$ cat config.mk
export PLATFORM = sky130hd
export DESIGN_NAME = morse_keyer_sequencer
export DESIGN_NICKNAME = d
export VERILOG_FILES = /design/src/rtl/morse_keyer_sequencer.sv
export SDC_FILE = /design/constraint.sdc
export NUM_CORES = 1
export LEC_CHECK = 0
export ABC_AREA = 1
export BUFFER_PORTS_ARGS = -buffer_cell sky130_fd_sc_hd__clkbuf_2
export CAP_MARGIN = 20
export CORE_UTILIZATION = 50
export DETAILED_ROUTE_END_ITERATION = 12
export GPL_ROUTABILITY_DRIVEN = 0
export PLACE_DENSITY_LB_ADDON = 0.1
export SYNTH_ARGS = -nofsm -noshare
export SYNTH_HDL_FRONTEND = slang
export SYNTH_SLANG_ARGS = --single-unit
$ cat constraint.sdc
create_clock -name iCLK -period 4.85 [get_ports iCLK]
set_input_delay 0.97 -clock iCLK [delete_from_list [all_inputs] [get_ports iCLK]]
set_output_delay 0.97 -clock iCLK [all_outputs]
set_load 0.005 [all_outputs]
$ cat src/rtl/morse_keyer_sequencer.sv
// Character-level Morse keyer: looks up ASCII characters in an ITU code ROM,
// sequences mark/space/gap timing in units and gates a free-running tone onto oSOUND.
module morse_keyer_sequencer #(
    parameter int UNIT_CYCLES = 3000000,
    parameter int TONE_HALF   = 25000
) (
    input  logic       iCLK,
    input  logic       iRST,
    input  logic       iVALID,
    input  logic [7:0] iCHAR,
    output logic       oREADY,
    output logic       oBUSY,
    output logic       oERR,
    output logic       oKEY,
    output logic       oSOUND
);

    localparam int UW = (UNIT_CYCLES > 1) ? $clog2(UNIT_CYCLES) : 1;
    localparam int TW = (TONE_HALF > 1) ? $clog2(TONE_HALF) : 1;
    localparam logic [UW-1:0] UNIT_LAST = UW'(UNIT_CYCLES - 1);
    localparam logic [TW-1:0] TONE_LAST = TW'(TONE_HALF - 1);

    typedef enum logic [2:0] {
        IDLE,
        LOAD,
        MARK,
        SPACE,
        LGAP,
        WGAP
    } state_t;

    state_t        state;
    state_t        state_next;
    logic [UW-1:0] unit_cnt;
    logic [UW-1:0] unit_cnt_next;
    logic [1:0]    units_left;
    logic [1:0]    units_left_next;
    logic [4:0]    shreg;
    logic [4:0]    shreg_next;
    logic [2:0]    sym_left;
    logic [2:0]    sym_left_next;
    logic [7:0]    char_q;
    logic [7:0]    char_next;
    logic          err_q;
    logic          err_next;
    logic          key_q;
    logic          key_next;
    logic          sound_q;
    logic [TW-1:0] tone_cnt;
    logic          phase;

    logic [7:0]    rom_entry;
    logic [2:0]    rom_len;
    logic [4:0]    rom_pat;
    logic          unit_done;
    logic          interval_done;

    // ROM entry: {length, pattern left-aligned so the current symbol is bit 4, 1 = dash}.
    // A zero length marks an unsupported character.
    function automatic logic [7:0] rom_lookup(input logic [7:0] c);
        logic [7:0] u;
        u = (c >= 8'h61 && c <= 8'h7A) ? c - 8'h20 : c;
        case (u)
            8'h41: rom_lookup = {3'd2, 5'b01000};
            8'h42: rom_lookup = {3'd4, 5'b10000};
            8'h43: rom_lookup = {3'd4, 5'b10100};
            8'h44: rom_lookup = {3'd3, 5'b10000};
            8'h45: rom_lookup = {3'd1, 5'b00000};
            8'h46: rom_lookup = {3'd4, 5'b00100};
            8'h47: rom_lookup = {3'd3, 5'b11000};
            8'h48: rom_lookup = {3'd4, 5'b00000};
            8'h49: rom_lookup = {3'd2, 5'b00000};
            8'h4A: rom_lookup = {3'd4, 5'b01110};
            8'h4B: rom_lookup = {3'd3, 5'b10100};
            8'h4C: rom_lookup = {3'd4, 5'b01000};
            8'h4D: rom_lookup = {3'd2, 5'b11000};
            8'h4E: rom_lookup = {3'd2, 5'b10000};
            8'h4F: rom_lookup = {3'd3, 5'b11100};
            8'h50: rom_lookup = {3'd4, 5'b01100};
            8'h51: rom_lookup = {3'd4, 5'b11010};
            8'h52: rom_lookup = {3'd3, 5'b01000};
            8'h53: rom_lookup = {3'd3, 5'b00000};
            8'h54: rom_lookup = {3'd1, 5'b10000};
            8'h55: rom_lookup = {3'd3, 5'b00100};
            8'h56: rom_lookup = {3'd4, 5'b00010};
            8'h57: rom_lookup = {3'd3, 5'b01100};
            8'h58: rom_lookup = {3'd4, 5'b10010};
            8'h59: rom_lookup = {3'd4, 5'b10110};
            8'h5A: rom_lookup = {3'd4, 5'b11000};
            8'h30: rom_lookup = {3'd5, 5'b11111};
            8'h31: rom_lookup = {3'd5, 5'b01111};
            8'h32: rom_lookup = {3'd5, 5'b00111};
            8'h33: rom_lookup = {3'd5, 5'b00011};
            8'h34: rom_lookup = {3'd5, 5'b00001};
            8'h35: rom_lookup = {3'd5, 5'b00000};
            8'h36: rom_lookup = {3'd5, 5'b10000};
            8'h37: rom_lookup = {3'd5, 5'b11000};
            8'h38: rom_lookup = {3'd5, 5'b11100};
            8'h39: rom_lookup = {3'd5, 5'b11110};
            default: rom_lookup = 8'h00;
        endcase
    endfunction

    assign rom_entry     = rom_lookup(char_q);
    assign rom_len       = rom_entry[7:5];
    assign rom_pat       = rom_entry[4:0];
    assign unit_done     = (unit_cnt == UNIT_LAST);
    assign interval_done = unit_done && (units_left == 2'd0);

    // units_left holds the number of whole units still to run after the current one,
    // so an interval ends on the last cycle of its final unit.
    always_comb begin
        state_next      = state;
        unit_cnt_next   = unit_cnt;
        units_left_next = units_left;
        shreg_next      = shreg;
        sym_left_next   = sym_left;
        char_next       = char_q;
        err_next        = 1'b0;

        if (state == MARK || state == SPACE || state == LGAP || state == WGAP) begin
            unit_cnt_next = unit_done ? '0 : unit_cnt + 1'b1;
            if (unit_done && units_left != 2'd0) begin
                units_left_next = units_left - 2'd1;
            end
        end

        case (state)
            IDLE: begin
                if (iVALID) begin
                    char_next  = iCHAR;
                    state_next = LOAD;
                end
            end
            LOAD: begin
                unit_cnt_next = '0;
                if (char_q == 8'h20) begin
                    units_left_next = 2'd3;
                    state_next      = WGAP;
                end else if (rom_len != 3'd0) begin
                    shreg_next      = rom_pat;
                    sym_left_next   = rom_len;
                    units_left_next = rom_pat[4] ? 2'd2 : 2'd0;
                    state_next      = MARK;
                end else begin
                    err_next   = 1'b1;
                    state_next = IDLE;
                end
            end
            MARK: begin
                if (interval_done) begin
                    if (sym_left > 3'd1) begin
                        shreg_next      = {shreg[3:0], 1'b0};
                        sym_left_next   = sym_left - 3'd1;
                        units_left_next = 2'd0;
                        state_next      = SPACE;
                    end else begin
                        units_left_next = 2'd2;
                        state_next      = LGAP;
                    end
                end
            end
            SPACE: begin
                if (interval_done) begin
                    units_left_next = shreg[4] ? 2'd2 : 2'd0;
                    state_next      = MARK;
                end
            end
            LGAP, WGAP: begin
                if (interval_done) begin
                    state_next = IDLE;
                end
            end
            default: begin
                state_next = IDLE;
            end
        endcase
    end

    assign key_next = (state_next == MARK);

    always_ff @(posedge iCLK) begin
        if (iRST) begin
            state      <= IDLE;
            unit_cnt   <= '0;
            units_left <= 2'd0;
            shreg      <= 5'd0;
            sym_left   <= 3'd0;
            char_q     <= 8'd0;
            err_q      <= 1'b0;
            key_q      <= 1'b0;
            sound_q    <= 1'b0;
            tone_cnt   <= '0;
            phase      <= 1'b0;
        end else begin
            state      <= state_next;
            unit_cnt   <= unit_cnt_next;
            units_left <= units_left_next;
            shreg      <= shreg_next;
            sym_left   <= sym_left_next;
            char_q     <= char_next;
            err_q      <= err_next;
            key_q      <= key_next;
            sound_q    <= key_next & phase;
            if (tone_cnt == TONE_LAST) begin
                tone_cnt <= '0;
                phase    <= ~phase;
            end else begin
                tone_cnt <= tone_cnt + 1'b1;
            end
        end
    end

    assign oREADY = (state == IDLE);
    assign oBUSY  = (state != IDLE);
    assign oERR   = err_q;
    assign oKEY   = key_q;
    assign oSOUND = sound_q;

endmodule

== Word-level counts from Yosys, hierarchy flattened ==
Memories as Yosys holds them, arrays and structs flattened.
Index checks and enable logic that the tools add are counted.
Widths: inputs -> output; s select.

* Bits in registers: 62
* ROM bits: 1024
* Input port bits: 11
* Output and inout bits: 5
* Logic and storage cells: 86
* Memories kept: 1

{| class="wikitable"
|+ Memory list
! memory !! words !! width !! read ports !! clocked after memory_dff !! wr ports !! line !! source
|-
| (name not given) || 128 || 8 || 1 || 0 || 0 || 63 || <nowiki>case (u)</nowiki>
|}

* Add/sub/neg operators: 5
* Magnitude comparators: 3
* Equality and inequality tests: 13
* Mux-type cells: 32
* Bitwise operators: 3
* Reduce and logical (&&, ||, !) cells: 18

{| class="wikitable"
|+ Operator list
! cell !! count
|-
| $mux 3 || 10
|-
| $add 22x1->22 const B || 1
|-
| $eq 22x22->1 const B || 1
|-
| $mux 22 || 1
|-
| $mux 2 || 10
|-
| $mux 5 || 4
|-
| $mux 8 || 2
|-
| $add 15x1->15 const B || 1
|-
| $eq 15x15->1 const B || 1
|-
| $pmux 3 s5 || 1
|-
| $pmux 5 s2 || 1
|-
| $eq 3x2->1 const B || 3
|-
| $eq 8x6->1 const B || 1
|-
| $ge 8x7->1 const B || 1
|-
| $le 8x7->1 const B || 1
|-
| $sub 8x6->8 const B || 1
|-
| $eq 3x3->1 const B || 2
|-
| $ne 2x2->1 const B || 3
|-
| $pmux 2 s3 || 1
|-
| $pmux 3 s2 || 1
|-
| $reduce_bool 3->1 || 2
|-
| $reduce_or 2->1 || 3
|-
| $reduce_and 5->1 || 1
|-
| $reduce_bool 2->1 || 2
|-
| 14 further kinds || 19
|}

== Depth between registers and ports, before layout ==
An unclocked memory read counts as a cell.

* Depth in word-level cells: 11
* Depth in mapped cells: 18
* Depth with buffers taken out: 18

== Worst setup path before layout ==
OpenSTA, ideal clock, no wires.

* Kind: reg-to-reg
* Start point: register state[1]
* End point: register unit_cnt[18]
* Library setup time: 0.116 ns
* Data arrival time: 2.044 ns
* Data required time: 4.734 ns
* Path slack: 2.690 ns
* Stages on the path, launching flop included: 13
* Buffers on the path: 1
* Clock period less this slack: 2.160 ns
* Cells stage by stage: dfxtp_1 -> inv_1 -> ha_1 -> clkbuf_1 -> nor3_1 -> nand2_1 -> nor2_1 -> nand4_1 -> nor4_1 -> nand2_1 -> nor2_1 -> nand3_1 -> and3_1

* Longest elaborated chain between the ends: 4
* Elaborated cells between the ends (all ways): 9
* Those cells by class: eq/ne: 5; reduce/logical: 4

{| class="wikitable"
|+ RTL lines
! what !! line !! source
|-
| start: declaration || 32 || <nowiki>state_t state;</nowiki>
|-
| start signal: assignment || 196 || <nowiki>state <= state_next;</nowiki>
|-
| $eq 3x2->1 || 121 || <nowiki>if (state == MARK || state == SPACE || state == LGAP || state == WGAP) begin</nowiki>
|-
| $logic_or 1x1->1 (3 in series) || 121 ||
|-
| end signal: assignment || 197 || <nowiki>unit_cnt <= unit_cnt_next;</nowiki>
|-
| end: declaration || 34 || <nowiki>logic [UW-1:0] unit_cnt;</nowiki>
|}

Several ways; a longest one is shown, not always the timed one.
A chain may end at the register's enable or synchronous reset.

== Worst setup path in the final report ==
Same ends and word-level chain as after synthesis.

==> PnR_summary.wiki <==
{| class="wikitable"
! Metric !! Value
|-
| Setup crit end kind || flip-flop
|-
| Arrival time at the worst endpoint || between 2 and 3 ns
|-
| Total Die Area || about 8000 um2
|-
| Series of cell instances along the critical path || inv_1 -> ha_1 -> nor3_1 -> nand2_1 -> nor2_1 -> nand4_1 -> nor4_1 -> nand2_1 -> nor2_1 -> nand3_1 -> and3_1
|-
| Setup TNS after final layout || 0 ns
|-
| Drt wl/cell || between 10 and 15 um
|-
| Run status || finished, final reports clean
|-
| Top-count cell post-synth || sky130_fd_sc_hd__nand2_1
|-
| Area share of the largest cell type after synthesis || 0.323
|-
| DR DRC count || 0
|-
| Level count of the clock H-tree || 3
|-
| Area of the mapped netlist || a little under 4000 um2
|-
| Clock Tree Root || sky130_fd_sc_hd__clkbuf_8
|-
| Overall fraction of global-route tracks in use || 0.224
|-
| Number of nets in the layout || 625
|-
| Insertion delay of the later-clocked pin in the worst-skew pair || 0.34 ns
|-
| Startpoint type of the worst setup path || flip-flop
|-
| 1st-iter DRT viols || 186
|-
| Bufs and invs on worst path || 1
|-
| Transition time of the tightest slew-check pin || approximately 0.6 ns
|-
| Global route total overflow || 0
|-
| Total setup buffers inserted after CTS || 0
|-
| Cell types occupying the most area after synthesis || sky130_fd_sc_hd__dfxtp_1 32%, sky130_fd_sc_hd__nand2_1 13%, sky130_fd_sc_hd__nor2_1 7.7%
|-
| Antenna Cells || 0
|-
| Residual antenna-violating net count after detailed routing || 0
|-
| Leakage power || between 0.0015 and 0.002 uW
|-
| Number of vias in the routed layout || 3,621
|-
| Worst hold slack after final layout || between 0.4 and 0.5 ns
|-
| Core area || about 7300 um2
|-
| Max Cap Viol || 0
|-
| Top cell types by occurrence after synthesis || 128 x sky130_fd_sc_hd__nand2_1, 79 x sky130_fd_sc_hd__nor2_1, 74 x sky130_fd_sc_hd__inv_1
|-
| Hold Violations, Final || 0
|-
| Worst setup slack before clock tree synthesis || ~2.3 ns
|-
| Count of synthesis-stage warnings from yosys || 0
|-
| Die Width || 89.7 um
|-
| RSZ-0062 raised after global routing || no
|-
| Maximum number of pins on one net before global-route repair || 21
|-
| Row count || 31
|-
| Top-Level Pins || 16
|-
| Area growth from synthesis to layout || 9.93%
|-
| Number of buffers added on ports || 15
|-
| Post-CTS Resized || 0
|-
| Number of buffers inserted during clock tree synthesis || 9
|-
| Vias per Instance || 5.17
|-
| Clock tree from TritonCTS || built
|-
| Post-synthesis sequential area ratio || 0.323
|-
| Antenna violations before repair || 0
|-
| Family with the most delay on the worst path || simple AND/OR/NAND/NOR gates
|-
| CTS Hold Bufs || 0
|-
| Power per standard cell area || 356 nW/um2
|-
| Total of endpoints with negative setup slack in the final report || 0
|-
| Vertical extent of the die || ~90 um
|-
| Predominant post-synthesis flop cell || sky130_fd_sc_hd__dfxtp_1
|-
| Type of the worst min-delay path || reg2reg
|-
| Post-synthesis average cell area || between 6 and 7 um2
|-
| Router iterations before antenna repair || 5
|-
| Clock transition at the register clock pins on the worst setup and hold paths after CTS || around 0.070 ns
|-
| First-pass GRT wire length || between 10 and 15 mm
|-
| Fin. max-slew vios || 0
|-
| Fraction of final layout cells sized beyond drive strength 1 || 0.0982
|-
| Number of distinct library cell variants in the gate-level netlist after synthesis || 41
|-
| Clock tree sinks || 62
|-
| Ys async rst share || 0
|-
| DP Wirelength || ~6.3 mm
|-
| Crit-path max cell delay || 0.42 ns
|-
| Worst reg2reg setup slack || 2.33 ns
|-
| CP max stage cell || sky130_fd_sc_hd__ha_1
|-
| Worst setup margin || around 2.3 ns
|-
| Initial cell density of the core || 0.524
|-
| Fmax || just under 400 MHz
|-
| Highest fanout seen on the critical path || 9
|-
| Largest buffer count on any clock path || 2
|-
| Utilization after layout || 0.576
|-
| Cell type with the highest aggregate area in the netlist || sky130_fd_sc_hd__dfxtp_1
|-
| Endpoint required time on the critical path || just over 5 ns
|-
| Post-layout min period || 2.52 ns
|-
| Post-synthesis instance total || approximately 580
|-
| Final WL || about 8 mm
|-
| Max-slew headroom at the worst pin || 0.590
|-
| Count of flip-flops with a built-in enable after synthesis || 0
|-
| Syn nets || 610
|-
| Worst setup path class || reg2reg
|-
| Worst clock skew on the final layout || just under 0.01 ns
|-
| Via count of the first global-routing pass || ~3,200
|-
| Fraction of the cycle the final worst path needs || 0.519
|-
| Max rail drop VDD || 0.209 mV
|-
| Total Power Consumption || 1510 uW
|-
| Yosys reg bits || 62
|}
## worst register-to-register path, stage by stage (launching register included)
cell	delay, ns
sky130_fd_sc_hd__dfxtp_1	0.41
sky130_fd_sc_hd__inv_1	0.08
sky130_fd_sc_hd__ha_1	0.42
sky130_fd_sc_hd__nor3_1	0.31
sky130_fd_sc_hd__nand2_1	0.15
sky130_fd_sc_hd__nor2_1	0.16
sky130_fd_sc_hd__nand4_1	0.14
sky130_fd_sc_hd__nor4_1	0.31
sky130_fd_sc_hd__nand2_1	0.10
sky130_fd_sc_hd__nor2_1	0.13
sky130_fd_sc_hd__nand3_1	0.07
sky130_fd_sc_hd__and3_1	0.15
## logic make-up after synthesis
| logic type | Yosys count | synth area share |
|---|---|---|
| buf+inv | 90 | 0.0918 |
| flops | 62 | 0.323 |
| simple gates | 316 | 0.384 |
| fa+ha+maj | 17 | 0.0553 |
| xor+xnor | 9 | 0.0205 |
| mux | 1 | 0.00260 |
| compound gates | 87 | 0.122 |
## cell usage in the layout (no fill, tap or decap), drive strengths merged, types with 2 or more instances in the layout
cell and count:
a21oi 35, a22oi 2, a31oi 4, and3 3, bufinv 3, clkbuf 26
dfxtp 62, ha 17, inv 79, nand2 135, nand3 43, nand3b 2
nand4 13, nor2 83, nor3 17, nor3b 4, nor4 8, o21a 3
o21ai 34, o21bai 2, o22ai 5, or2 7, xor2 8
## cell type report
cell class | instances | area, um2
fill | 696 | 3110
clock buffer | 11 | 141
timing repair buffer | 15 | 75.1
clock inverter | 4 | 95.1
inverter | 79 | 299
tap | 99 | 124
sequential | 62 | 1240
multi-input combinational | 430 | 2250
## report_power, final
| part | internal, uW | switching, uW |
|---|---|---|
| logic | 128 | 251 |
| clock network | 352 | 196 |
| registers | 542 | 35.5 |
| total | 1020 | 483 |
## metal layers
metal  GRT usage  wire, um  part of all wire
met4      0.0707        81            0.0098
met1       0.301      4130              0.50
met5           0         0                 0
met3      0.0640       364             0.044
met2       0.348      3650              0.44
## worst paths after layout
check	start	endpoint	depth (start not counted)
max	state[1]	unit_cnt[18]	11
min	tone_cnt[0]	tone_cnt[0]	1
min reg2reg	tone_cnt[0]	tone_cnt[0]	1
max reg2reg	state[1]	unit_cnt[18]	11
## registers in the layout, summed over array words and instances, names as in the netlist
name,count
shreg,5
tone_cnt,15
unit_cnt,22
char_q,8
phase,1
state,3
sym_left,3
oERR,1
oSOUND,1
units_left,2
oKEY,1
## stage by stage
step | std cells | instance area (um2)
2_1_floorplan | 582 | 3840
3_3_place_gp | 685 | 3990
3_5_place_dp | 685 | 3990
4_1_cts | 700 | 4230
5_1_grt | 700 | 4230
6_report | 700 | 4230
Note: power is estimated with default switching activity, not from simulation.
